[config.mk]
export PLATFORM = sky130hd
export DESIGN_NAME = pe_array_seq_ctrl
export DESIGN_NICKNAME = d
export VERILOG_FILES = /design/src/rtl/pe_array_pkg.sv /design/src/rtl/pe_pipe_tracker.sv /design/src/rtl/pe_array_seq_ctrl.sv
export SDC_FILE = /design/constraint.sdc
export NUM_CORES = 1
export LEC_CHECK = 0
export ABC_AREA = 1
export BUFFER_PORTS_ARGS = -buffer_cell sky130_fd_sc_hd__buf_4
export CELL_PAD_IN_SITES_DETAIL_PLACEMENT = 1
export CELL_PAD_IN_SITES_GLOBAL_PLACEMENT = 2
export CORE_MARGIN = 2
export CORE_UTILIZATION = 34
export CTS_CLUSTER_SIZE = 28
export DETAILED_ROUTE_END_ITERATION = 10
export PLACE_DENSITY = 0.92
export SYNTH_ARGS = -nofsm -noshare
export SYNTH_HDL_FRONTEND = slang
export SYNTH_SLANG_ARGS = --single-unit
[constraint.sdc]
create_clock -name clk -period 5.1 [get_ports clk]
set_input_delay 0.51 -clock clk [delete_from_list [all_inputs] [get_ports clk]]
set_output_delay 0.51 -clock clk [all_outputs]
set_load 0.02 [all_outputs]
[src/rtl/pe_array_pkg.sv]
// Shared types and constants for the 8x4 systolic PE array sequencer.
// Includes array geometry, data widths and the sequencer state encoding.
package pe_array_pkg;

  localparam int ROWS     = 8;
  localparam int COLS     = 4;
  localparam int DATA_W   = 7;
  localparam int PE_OUT_W = 4;

  typedef enum logic [2:0] {
    ST_IDLE  = 3'd0,
    ST_WREQ  = 3'd1,
    ST_WLOAD = 3'd2,
    ST_FEED  = 3'd3,
    ST_DRAIN = 3'd4,
    ST_DONE  = 3'd5
  } seq_state_t;

endpackage

[src/rtl/pe_pipe_tracker.sv]
// Shift register of accepted-beat flags that mirrors the PE array pipeline depth.
// The tail bit marks the cycle a beat's results leave row 7.
module pe_pipe_tracker #(
  parameter int PIPE_LAT = 9
) (
  input  logic clk,
  input  logic rst_n,
  input  logic push,
  output logic tail,
  output logic empty,
  output logic last
);

  logic [PIPE_LAT-1:0] sr;

  always_ff @(posedge clk) begin
    if (!rst_n) sr <= '0;
    else        sr <= {sr[PIPE_LAT-2:0], push};
  end

  assign tail  = sr[PIPE_LAT-1];
  assign empty = (sr == '0);
  // Only the tail (if anything) is still in flight, so the pipe is clear next cycle.
  assign last  = (sr[PIPE_LAT-2:0] == '0);

endmodule

[src/rtl/pe_array_seq_ctrl.sv]
// Sequencer for the 8x4 PE array: per group it loads one weight column, streams
// slide beats from the SWU and strobes result capture as each beat leaves row 7.
module pe_array_seq_ctrl
  import pe_array_pkg::*;
#(
  parameter int WB_AW    = 8,
  parameter int LEN_W    = 10,
  parameter int PIPE_LAT = 9
) (
  input  logic             clk,
  input  logic             rst_n,
  input  logic             cfg_start,
  input  logic [WB_AW-1:0] cfg_wbase,
  input  logic [3:0]       cfg_ngroups,
  input  logic [LEN_W-1:0] cfg_nbeats,
  output logic             busy,
  output logic             done,
  output logic             wb_rd_en,
  output logic [WB_AW-1:0] wb_rd_addr,
  output logic             new_weight_val,
  output logic             swu_req,
  input  logic             swu_vld,
  output logic             res_vld,
  output logic [3:0]       res_group,
  output logic [LEN_W-1:0] res_idx,
  output seq_state_t       state_dbg
);

  seq_state_t       state;
  logic [WB_AW-1:0] wbase;
  logic [3:0]       ngroups;
  logic [LEN_W-1:0] nbeats;
  logic [3:0]       g;
  logic [LEN_W-1:0] b;
  logic [4:0]       g_nxt;
  logic             accept;
  logic             trk_tail;
  logic             trk_empty;
  logic             trk_last;

  // SWU handshake: a beat transfers on any cycle where swu_req && swu_vld;
  // swu_req never depends on swu_vld, and a low swu_vld simply stalls the feed.
  assign accept    = swu_req & swu_vld;
  assign g_nxt     = {1'b0, g} + 5'd1;
  assign res_vld   = trk_tail;
  assign res_group = g;
  assign state_dbg = state;

  pe_pipe_tracker #(.PIPE_LAT(PIPE_LAT)) u_tracker (
    .clk   (clk),
    .rst_n (rst_n),
    .push  (accept),
    .tail  (trk_tail),
    .empty (trk_empty),
    .last  (trk_last)
  );

  always_ff @(posedge clk) begin
    if (!rst_n) begin
      state          <= ST_IDLE;
      wbase          <= '0;
      ngroups        <= '0;
      nbeats         <= '0;
      g              <= '0;
      b              <= '0;
      busy           <= 1'b0;
      done           <= 1'b0;
      wb_rd_en       <= 1'b0;
      wb_rd_addr     <= '0;
      new_weight_val <= 1'b0;
      swu_req        <= 1'b0;
      res_idx        <= '0;
    end else begin
      wb_rd_en       <= 1'b0;
      new_weight_val <= 1'b0;
      done           <= 1'b0;
      if (res_vld) res_idx <= res_idx + LEN_W'(1);

      case (state)
        ST_IDLE: begin
          if (cfg_start) begin
            wbase   <= cfg_wbase;
            ngroups <= cfg_ngroups;
            nbeats  <= cfg_nbeats;
            g       <= '0;
            b       <= '0;
            if (cfg_ngroups == '0 || cfg_nbeats == '0) begin
              state <= ST_DONE;
              done  <= 1'b1;
            end else begin
              state      <= ST_WREQ;
              busy       <= 1'b1;
              wb_rd_en   <= 1'b1;
              wb_rd_addr <= cfg_wbase;
            end
          end
        end
        // Weights are only swapped into the array once no beat is in flight.
        ST_WREQ: begin
          if (trk_empty) begin
            state          <= ST_WLOAD;
            new_weight_val <= 1'b1;
          end
        end
        ST_WLOAD: begin
          state   <= ST_FEED;
          swu_req <= 1'b1;
        end
        ST_FEED: begin
          if (accept) begin
            if (b == nbeats - LEN_W'(1)) begin
              b       <= '0;
              swu_req <= 1'b0;
              state   <= ST_DRAIN;
            end else begin
              b <= b + LEN_W'(1);
            end
          end
        end
        ST_DRAIN: begin
          if (trk_last) begin
            res_idx <= '0;
            if (g_nxt < {1'b0, ngroups}) begin
              g          <= g_nxt[3:0];
              state      <= ST_WREQ;
              wb_rd_en   <= 1'b1;
              wb_rd_addr <= wbase + WB_AW'(g_nxt);
            end else begin
              state <= ST_DONE;
              busy  <= 1'b0;
              done  <= 1'b1;
            end
          end
        end
        ST_DONE: state <= ST_IDLE;
        default: state <= ST_IDLE;
      endcase
    end
  end

endmodule

==> impl_metrics.toml <==
[die]
dieArea_sq_um = 11810
dieHeight_microns = 108.7
start_util_pct = 34.68
ios = 57
coreArea_sq_um = 10750
row_count = 38
die_w_microns = 108.7

[synth]
syn_inst = 529
syn-cell-area_sq_um = 3726
synth_edf_count = 0
synth-seq-cells = 71
ys_types = 39
synth.net_count = 568
synth-seq-area-share_pct = 38.15
synth_ff_type = "dfxtp_1"
yosys_warnings = 0
async_flop_share_pct = 0
syn_area_per_cell_sq_um = 7.044

[worst_hold_path]
hp-class = "reg2reg"

[clocking]
clk_pin_slew_ns = 0.08
cts_made_buffers = 9
clockBufferDepth = 2
htreeDepth = 3
post_cts_buffers = 0
clock_sinks = 71
cts_tree = "built"
cts-root-buf = "clkbuf_8"
post_cts.resized_instances = 0
clkLatencyLatePin_ns = 0.36
cts_hold_buf = 0

[global_route]
grt_first_pass_wirelength_microns = 17610
overflow = 0
grt_pass1_vias = 3675
antenna_found_initial = 0
grt_usage_pct = 19.29
grt_max_degree = 34

[setup_path]
path_cells = "inv_2 > nand2_4 > nor2_4 > nand2_1 > buf_4 > nand2_1 > nand4_1 > nor2_1 > nand2_1 > xor2_1 > nor2_1"
worstSetupPathType = "reg2reg"
arrival_ns = 2.76
critPathSlowestCell = "dfxtp_1"
critical_path.n_buffers_inverters = 2
cp_common_cell = "nand2_1"
crit_required_ns = 5.35
cp_top_family = "simple AND/OR/NAND/NOR gates"
cp-start-kind = "register"
critical_path.max_stage_delay_ns = 0.36
worstPathMaxFanout = 27
critPathCaptureType = "register"

[layout]
seqCellArea_sq_um = 1421
layout-drive-gt1-share_pct = 16.10
nNetsFinal = 618
multi_input_area_sq_um = 1976
antennaDiodeCount = 0
area_growth_syn_to_layout_pct = 19.71
nFillCells = 1420
layoutNonFillerInstCount = 724

[route]
via_count = 3534
drc_errors = 0
drt_first_pass_iters = 4
drt_iter0_markers = 84
wl_microns = 10680
wl_per_cell_microns = 14.75
via_per_inst = 4.881
ant_nets = 0

[sta]
min_period_ns = 2.503
setup_tns_ns = 0
max_freq_mhz = 399.5
tightest_slew_ns = 0.7808
setup_ws_ns = 2.597
setup_viol = 0
relSlewSlack_pct = 47.89
fin_crit_sh_pct = 49.08
final.setup_skew_ns = 0.008604
rsz0062_at_grt = "no"
drv_slew = 0
finalHoldViolCount = 0

[power_and_ir_drop]
vdd_drop_max_mv = 0.1648
power_density_nw_per_um2 = 354.1
p_leak_uw = 0.002043

[outcome]
status = "finished clean"

[placement]
place_inst = 708
place_ws_ns = 2.590
dpl.hpwl_microns = 8126
numPortBuffers = 56
globalplace.congestion = 0.7621

[run]
cap_violations = 0
==> cell families after synthesis <==
kind of cell,after synthesis,share of synthesized area (%)
AOI/OAI and AO/OA,94,13.43
xor gates and xnor gates,23,5.406
adders and majority gates,13,4.567
buffers and inverters,82,8.831
DFF,71,38.15
muxes,1,0.2686
and+or+nand+nor,245,29.35
==> placed cells by master (no fill, tap or decap), drive strengths merged <==
| cell type | count |
|---|---|
| nand2 | 114 |
| dfxtp | 71 |
| nor2 | 68 |
| inv | 65 |
| buf | 57 |
| a21oi | 50 |
| nand3 | 39 |
| o21ai | 34 |
| xor2 | 14 |
| ha | 12 |
| xnor2 | 9 |
| clkbuf | 9 |
| nand4 | 8 |
| nor3 | 8 |
| a31oi | 5 |
| or2 | 4 |
| clkinvlp | 3 |
| o211ai | 2 |
| nand3b | 2 |
| bufinv | 2 |
| a211oi | 1 |
| a31o | 1 |
| nor4 | 1 |
| mux2i | 1 |
| nor3b | 1 |
| o22ai | 1 |
| fa | 1 |
| clkinv | 1 |
==> layer usage <==
layer | vias to the layer above | GRT usage, % | routed length [microns]
met2 | 40 | 35.63 | 5629
li1 | 1806 | - | -
met5 | - | 0 | 0
met1 | 1675 | 21.71 | 4583
met4 | 0 | 6.502 | 182
met3 | 13 | 4.423 | 286
==> worst min-delay path, delay by kind of cell, from the launching register on <==
| family | cells | cell delay [ns] |
|---|---|---|
| DFF | 1 | 0.31 |
| and+or+nand+nor | 1 | 0.05 |
| buffers and inverters | 1 | 0.03 |
==> flip-flops by register name (all words and copies together), names as in the netlist <==
signal	cells
b	10
nbeats	10
res_idx	10
u_tracker.sr	9
wb_rd_addr	8
wbase	8
ngroups	4
res_group	4
state_dbg	3
busy	1
done	1
new_weight_val	1
swu_req	1
wb_rd_en	1
==> cells in the mapped netlist, drive strengths merged (2+ instances only) <==
| cell | number | share of area [%] |
|---|---|---|
| a21oi | 50 | 6.7 |
| a31oi | 5 | 0.84 |
| buf | 8 | 1.4 |
| clkbuf | 10 | 1.0 |
| dfxtp | 71 | 38 |
| ha | 12 | 4.0 |
| inv | 64 | 6.4 |
| nand2 | 114 | 12 |
| nand3 | 39 | 5.4 |
| nand3b | 2 | 0.40 |
| nand4 | 8 | 1.7 |
| nor2 | 68 | 7.4 |
| nor3 | 8 | 1.5 |
| o211ai | 2 | 0.40 |
| o21ai | 34 | 4.9 |
| or2 | 4 | 0.67 |
| xnor2 | 9 | 2.1 |
| xor2 | 14 | 3.3 |
==> through the flow <==
step / cell area, sq um / total power, uW / util [%] / hold slack [ns]
3_5_place_dp: 4240 / 1083 / 39.46 / 0.4265
3_3_place_gp: 4240 / 1064 / 39.46 / 0.4112
4_1_cts: 4461 / 1601 / 41.51 / 0.4145
5_1_grt: 4461 / 1682 / 41.51 / 0.4316
6_report: 4461 / 1579 / 41.51 / 0.4314
2_1_floorplan: 3726 / 953.2 / - / 0.4071
==> report_power, final <==
| part | switching [uW] | total (uW) | internal [uW] |
|---|---|---|---|
| Sequential | 40.2 | 642 | 602 |
| Combinational | 279 | 428 | 149 |
| Clock | 233 | 509 | 276 |
| Total | 552 | 1580 | 1030 |
==> worst paths after layout <==
kind / from / end / slack (ns) / depth (start not counted)
hold reg to reg: u_tracker.sr[6] / u_tracker.sr[7] / 0.43 / 2
hold / removal: u_tracker.sr[6] / u_tracker.sr[7] / 0.43 / 2
setup reg to reg: state_dbg[1] / b[9] / 2.60 / 11
setup / recovery: state_dbg[1] / b[9] / 2.60 / 11
==> area by class of cell <==
class | instances | area share (%)
clock inverters | 7 | 2.160
clock buffers | 9 | 2.777
inverters | 64 | 5.386
multi-input cells | 376 | 44.29
flip-flops and latches | 71 | 31.87
well taps | 140 | 3.927
repair buffers | 57 | 9.593
No activity file was read; power rests on OpenSTA's default activity.
